## src/rtl/reg_wb_if.sv

```systemverilog
// Register-file write-back bundle: two result producers in, one registered
// register-file write out, plus the pending-write lookup probe.
interface reg_wb_if #(
  parameter int DEPTH = 4
);
  logic                      mem_valid;
  logic [4:0]                mem_addr;
  logic [31:0]               mem_data;
  logic                      mem_ready;
  logic                      alu_valid;
  logic [4:0]                alu_addr;
  logic [31:0]               alu_data;
  logic                      alu_ready;
  logic                      wr_en;
  logic [4:0]                wr_addr;
  logic [31:0]               wr_data;
  logic [4:0]                chk_addr;
  logic                      chk_hit;
  logic [31:0]               chk_data;
  logic [$clog2(DEPTH):0]    count;

  modport master (
    output mem_valid, mem_addr, mem_data, alu_valid, alu_addr, alu_data, chk_addr,
    input  mem_ready, alu_ready, wr_en, wr_addr, wr_data, chk_hit, chk_data, count
  );

  modport slave (
    input  mem_valid, mem_addr, mem_data, alu_valid, alu_addr, alu_data, chk_addr,
    output mem_ready, alu_ready, wr_en, wr_addr, wr_data, chk_hit, chk_data, count
  );
endinterface

```

## src/rtl/reg_wb_queue.sv

```systemverilog
// In-order write-back FIFO merging MEM and ALU results into one register-file
// write per cycle, with a youngest-match lookup over all pending writes.
module reg_wb_queue #(
  parameter int DEPTH   = 4,
  parameter int DROP_R0 = 1
) (
  input  logic     clk,
  input  logic     rst_n,
  reg_wb_if.slave  wb
);
  localparam int AW = $clog2(DEPTH);
  localparam int CW = AW + 1;

  logic [4:0]    addr_q [DEPTH];
  logic [31:0]   data_q [DEPTH];
  logic [AW-1:0] rd_ptr;
  logic [AW-1:0] wr_ptr;
  logic [CW-1:0] count_q;
  logic          wr_en_q;
  logic [4:0]    wr_addr_q;
  logic [31:0]   wr_data_q;

  logic          mem_ready_c;
  logic          alu_ready_c;
  logic          mem_push;
  logic          alu_push;
  logic          pop;
  logic [AW-1:0] alu_slot;

  // Ready looks only at registered occupancy, so a same-cycle pop never widens it.
  assign mem_ready_c = rst_n && (count_q <= CW'(DEPTH - 1));
  assign alu_ready_c = rst_n && ((count_q <= CW'(DEPTH - 2)) ||
                                 ((count_q == CW'(DEPTH - 1)) && !wb.mem_valid));

  assign mem_push = wb.mem_valid && mem_ready_c && ((DROP_R0 == 0) || (wb.mem_addr != 5'd0));
  assign alu_push = wb.alu_valid && alu_ready_c && ((DROP_R0 == 0) || (wb.alu_addr != 5'd0));
  assign pop      = (count_q != '0);
  assign alu_slot = wr_ptr + AW'(mem_push);

  always_ff @(posedge clk) begin
    if (!rst_n) begin
      rd_ptr    <= '0;
      wr_ptr    <= '0;
      count_q   <= '0;
      wr_en_q   <= 1'b0;
      wr_addr_q <= '0;
      wr_data_q <= '0;
    end else begin
      if (pop) begin
        wr_en_q   <= 1'b1;
        wr_addr_q <= addr_q[rd_ptr];
        wr_data_q <= data_q[rd_ptr];
        rd_ptr    <= rd_ptr + AW'(1);
      end else begin
        wr_en_q   <= 1'b0;
      end
      wr_ptr  <= wr_ptr + AW'(mem_push) + AW'(alu_push);
      count_q <= count_q + CW'(mem_push) + CW'(alu_push) - CW'(pop);
    end
  end

  // MEM is the older instruction, so it takes the lower slot on a dual push.
  always_ff @(posedge clk) begin
    if (mem_push) begin
      addr_q[wr_ptr] <= wb.mem_addr;
      data_q[wr_ptr] <= wb.mem_data;
    end
    if (alu_push) begin
      addr_q[alu_slot] <= wb.alu_addr;
      data_q[alu_slot] <= wb.alu_data;
    end
  end

  logic          hit_c;
  logic [31:0]   hit_data_c;
  logic [AW-1:0] idx;

  // Scan oldest to newest so the youngest match is the one left standing.
  always_comb begin
    hit_c      = 1'b0;
    hit_data_c = '0;
    idx        = '0;
    if (wb.chk_addr != 5'd0) begin
      if (wr_en_q && (wr_addr_q == wb.chk_addr)) begin
        hit_c      = 1'b1;
        hit_data_c = wr_data_q;
      end
      for (int k = 0; k < DEPTH; k++) begin
        idx = rd_ptr + AW'(k);
        if ((CW'(k) < count_q) && (addr_q[idx] == wb.chk_addr)) begin
          hit_c      = 1'b1;
          hit_data_c = data_q[idx];
        end
      end
    end
  end

  assign wb.mem_ready = mem_ready_c;
  assign wb.alu_ready = alu_ready_c;
  assign wb.wr_en     = wr_en_q;
  assign wb.wr_addr   = wr_addr_q;
  assign wb.wr_data   = wr_data_q;
  assign wb.chk_hit   = hit_c;
  assign wb.chk_data  = hit_data_c;
  assign wb.count     = count_q;
endmodule

```

## src/flat_wrapper.sv

```systemverilog
// flat-port wrapper written by rule: the top's interface ports become plain ports
module reg_wb_queue_flat 
#(
  parameter int DEPTH   = 4,
  parameter int DROP_R0 = 1
)
  (clk, rst_n, wb_mem_valid, wb_mem_addr, wb_mem_data, wb_alu_valid, wb_alu_addr, wb_alu_data, wb_chk_addr, wb_mem_ready, wb_alu_ready, wb_wr_en, wb_wr_addr, wb_wr_data, wb_chk_hit, wb_chk_data, wb_count);
  reg_wb_if #(.DEPTH(DEPTH)) wb_i ();
  input  logic clk;
  input  logic rst_n;
  input wire logic [$bits(wb_i.mem_valid)-1:0] wb_mem_valid;
  input wire logic [$bits(wb_i.mem_addr)-1:0] wb_mem_addr;
  input wire logic [$bits(wb_i.mem_data)-1:0] wb_mem_data;
  input wire logic [$bits(wb_i.alu_valid)-1:0] wb_alu_valid;
  input wire logic [$bits(wb_i.alu_addr)-1:0] wb_alu_addr;
  input wire logic [$bits(wb_i.alu_data)-1:0] wb_alu_data;
  input wire logic [$bits(wb_i.chk_addr)-1:0] wb_chk_addr;
  output wire logic [$bits(wb_i.mem_ready)-1:0] wb_mem_ready;
  output wire logic [$bits(wb_i.alu_ready)-1:0] wb_alu_ready;
  output wire logic [$bits(wb_i.wr_en)-1:0] wb_wr_en;
  output wire logic [$bits(wb_i.wr_addr)-1:0] wb_wr_addr;
  output wire logic [$bits(wb_i.wr_data)-1:0] wb_wr_data;
  output wire logic [$bits(wb_i.chk_hit)-1:0] wb_chk_hit;
  output wire logic [$bits(wb_i.chk_data)-1:0] wb_chk_data;
  output wire logic [$bits(wb_i.count)-1:0] wb_count;
  assign wb_i.mem_valid = wb_mem_valid;
  assign wb_i.mem_addr = wb_mem_addr;
  assign wb_i.mem_data = wb_mem_data;
  assign wb_i.alu_valid = wb_alu_valid;
  assign wb_i.alu_addr = wb_alu_addr;
  assign wb_i.alu_data = wb_alu_data;
  assign wb_i.chk_addr = wb_chk_addr;
  assign wb_mem_ready = wb_i.mem_ready;
  assign wb_alu_ready = wb_i.alu_ready;
  assign wb_wr_en = wb_i.wr_en;
  assign wb_wr_addr = wb_i.wr_addr;
  assign wb_wr_data = wb_i.wr_data;
  assign wb_chk_hit = wb_i.chk_hit;
  assign wb_chk_data = wb_i.chk_data;
  assign wb_count = wb_i.count;
  reg_wb_queue #(.DEPTH(DEPTH), .DROP_R0(DROP_R0)) u_core (.clk(clk), .rst_n(rst_n), .wb(wb_i));
endmodule
```

## config.mk

```make
export PLATFORM = sky130hd
export DESIGN_NAME = reg_wb_queue_flat
export DESIGN_NICKNAME = d
export VERILOG_FILES = /design/src/rtl/reg_wb_if.sv /design/src/rtl/reg_wb_queue.sv /design/src/flat_wrapper.sv
export SDC_FILE = /design/constraint.sdc
export NUM_CORES = 1
export LEC_CHECK = 0
export BUFFER_PORTS_ARGS = -buffer_cell sky130_fd_sc_hd__buf_2
export CELL_PAD_IN_SITES_DETAIL_PLACEMENT = 1
export CELL_PAD_IN_SITES_GLOBAL_PLACEMENT = 1
export CORE_UTILIZATION = 44
export DETAILED_ROUTE_END_ITERATION = 6
export HOLD_SLACK_MARGIN = 0.03
export PLACE_DENSITY_LB_ADDON = 0.1
export REMOVE_ABC_BUFFERS = 1
export SYNTH_ARGS = -nofsm -noshare
export SYNTH_HDL_FRONTEND = slang
export SYNTH_SLANG_ARGS = --single-unit
export TNS_END_PERCENT = 30
```

## constraint.sdc

```tcl
create_clock -name clk -period 3.77 [get_ports clk]
set_clock_uncertainty 0.1 [all_clocks]
set_input_delay 0.1885 -clock clk [delete_from_list [all_inputs] [get_ports clk]]
set_output_delay 0.1885 -clock clk [all_outputs]
set_load 0.01 [all_outputs]
```

==> impl_metrics.env <==
export IMPL_drive_above_1_share_pct=40.8
export IMPL_max_freq_mhz=276
export IMPL_maxSlewHeadroom_pct=25.9
export IMPL_grt_overflow=0
export IMPL_async_flop_share_pct=0
export IMPL_period_minus_slack_ps=3620
export IMPL_yosys_warnings=0
export IMPL_dp_slack_ps=404
export IMPL_antennaDiodeCount=0
export IMPL_post_synth_top_area_cell="edfxtp_1"
export IMPL_drc=0
export IMPL_clk_pin_slew_worst_paths_ps=70
export IMPL_drv_slew=0
export IMPL_status="complete, no violations"
export IMPL_ys_seq_area_share_pct=40.5
export IMPL_antenna_found_initial=0
export IMPL_crit_fanout=12
export IMPL_holdWs_ps=50.6
export IMPL_synth_edff_count=148
export IMPL_p_leak_nw=5.97
export IMPL_grt_pass1_wl_um=67500
export IMPL_yosysTopAreaCellShare_pct=33.4
export IMPL_yosys_top_cells_area="edfxtp_1, mux4_2, mux2_2, dfxtp_1, mux2i_1"
export IMPL_final_hold_viol_count=0
export IMPL_multi_input_area_um2=7530
export IMPL_timing_rr_start="u_core.wb.count[2]"
export IMPL_clockRootBuffer="clkbuf_16"
export IMPL_postRouteWirelength_um=44700
export IMPL_hpwl_um=28500
export IMPL_cp_startpoint="u_core.rd_ptr[1]"
export IMPL_clk_latency_ps=440
export IMPL_critical_path_class="flop to output pin"
export IMPL_worstSetupEndpointType="output pin"
export IMPL_max_cap_violations=0
export IMPL_hp_start="wb_alu_addr[0]"
export IMPL_cts_buffers=17
export IMPL_die_y_um=176
export IMPL_ys_seq_elements=195
export IMPL_register_area_um2=5400
export IMPL_peakVddDrop_mv=0.399
export IMPL_wl_per_cell_um=26.1
export IMPL_grt_max_degree=70
export IMPL_core_um2=29700
export IMPL_io_buffers=158
export IMPL_gp_congestion=0.813
export IMPL_area_delta_synth_final_pct=22.5
export IMPL_max_stage_delay_ps=540
export IMPL_grt_usage_pct=29.5
export IMPL_cp_data_required_time_ps=3480
export IMPL_netlist_area_um2=13300
export IMPL_min_path_cells=2
export IMPL_ys_flop_type="edfxtp_1"
export IMPL_h_tree_depth=4
export IMPL_die_area_um2=30900
export IMPL_p_per_area_nw_per_um2=651
export IMPL_via_count=10700
export IMPL_nNetsFinal=1403
export IMPL_cts_tree="done"
export IMPL_n_fill_cell=3065
export IMPL_start_kind="flop"
export IMPL_first_pass_iters=5
export IMPL_period_share_pct=96.0
export IMPL_setup_slack_ps=150
export IMPL_setup_viol=0
export IMPL_synth_common_cells="mux2_2, edfxtp_1, mux4_2"
export IMPL_cts_buffer_depth=2
export IMPL_r2r_cells=10
export IMPL_row_count=63
export IMPL_worstPathArrival_ps=3330
export IMPL_cts_sinks=195
export IMPL_initial_core_util_pct=44.8
export IMPL_yosysMostFrequentCell="mux2_2"
export IMPL_cp_slowest_cell="mux4_2"
export IMPL_final_util_pct=54.9
export IMPL_tightest_slew_ps=1110
export IMPL_total_power_mw=10.6
export IMPL_die_x_um=176
export IMPL_yosysUniqueCellTypes=51
export IMPL_grt_pass1_vias=11200
export IMPL_via_per_inst=6.22
export IMPL_avgSynthCellArea_um2=12.2
export IMPL_drtIter0Drc=729
export IMPL_postSynthCellCount=1093
export IMPL_path_cells="mux4_2, xor2_1, nor2_2, o211ai_4, or3b_4, buf_4, a211oi_1, nor4_1, buf_2"
export IMPL_ant_nets=0
export IMPL_hold_class="primary input to flop"
export IMPL_pin_count=159
export IMPL_rsz0062_at_grt="no"
[state kept, by name, indices dropped and copies added (netlist names), named ones only]
name,flops
u_core.data_q,128
u_core.wb.wr_data,32
u_core.wb.wr_addr,5
u_core.wb.wr_en,1
u_core.wr_ptr,2
u_core.rd_ptr,2
u_core.wb.count,3
u_core.addr_q,20
[critical path: cells and delay by family, from the launching register on]
| kind | cells | cell delay, ps |
|---|---|---|
| AO/OA/AOI/OAI | 2 | 270 |
| XOR/XNOR | 1 | 170 |
| buffers and inverters | 2 | 430 |
| flip-flops | 1 | 490 |
| multiplexers | 1 | 540 |
| AND/OR/NAND/NOR | 3 | 990 |
[cells in the final DEF (no fill, tap or decap), types with 10 or more instances in the layout]
cell,n
nor3_1,19
dlygate4sd3_1,83
o21ai_0,30
nand2_1,80
a2bb2oi_1,17
buf_4,43
buf_12,13
inv_1,10
a21boi_0,37
a21o_1,10
a221oi_2,10
mux2i_1,51
clkbuf_16,17
a21oi_1,47
edfxtp_1,148
o22ai_1,22
and3_1,34
a211oi_1,32
buf_2,158
nor4_1,14
xnor2_1,19
nor2b_1,24
dfxtp_1,43
mux2_2,167
mux4_2,85
xor2_1,11
and2_1,15
[routing by layer]
metal  part of all wire [%]  vias up  GRT usage [%]  wire length [µm]
met5                      0        -              0                 0
met4                    2.1        0           9.57               924
met3                    5.2       66           4.63              2330
met2                     50      369           51.1             22500
met1                     42     5516           37.5             19000
li1                       -     4726              -                 -
[path summary, 6_finish.rpt]
path / endpoint / slack [ps]
hold / removal: u_core.addr_q[3][0] / 50
setup reg to reg: u_core.data_q[0][20] / 180
hold reg to reg: u_core.wb.wr_data[20] / 380
setup / recovery: wb_chk_data[0] / 150
[cell families after synthesis]
family | synth area share, %
flops | 40.5
xor+xnor | 2.16
mux | 32.4
buf+inv | 3.59
fa+ha+maj | 0.771
simple gates | 8.57
compound gates | 12.0
[metrics by stage]
step / instances / instance area, µm² / TNS [ps]
global route: 1716 / 16300 / 0
global placement: 1599 / 14800 / 0
detailed placement: 1599 / 14800 / 0
finish: 1716 / 16300 / 0
CTS: 1714 / 16300 / 0
floorplan: 994 / 12900 / -376830
[cell type report]
class / count / area share (%)
Multi-Input combinational cell: 788 / 46.2
Sequential cell: 195 / 33.1
Timing Repair Buffer: 300 / 13.7
Tap cell: 390 / 2.99
Clock buffer: 20 / 2.74
Clock inverter: 12 / 0.952
Inverter: 11 / 0.253
[power breakdown]
part	switching (mW)	internal (mW)	leakage, nW	total, mW
Clock	0.864	1.07	0.284	1.93
Combinational	2.86	2.50	3.94	5.36
Sequential	0.486	2.84	1.74	3.32
[repair_timing]
item / in CTS / in global routing
endpoints found under the setup margin: 7 / 25
resized for setup: 3 / 6
hold buffers: 83 / 0
buffers inserted: 0 / 2
endpoints found under the hold margin: 131 / 0
pin swaps: 0 / 1
Note: power is estimated with default switching activity, not from simulation.
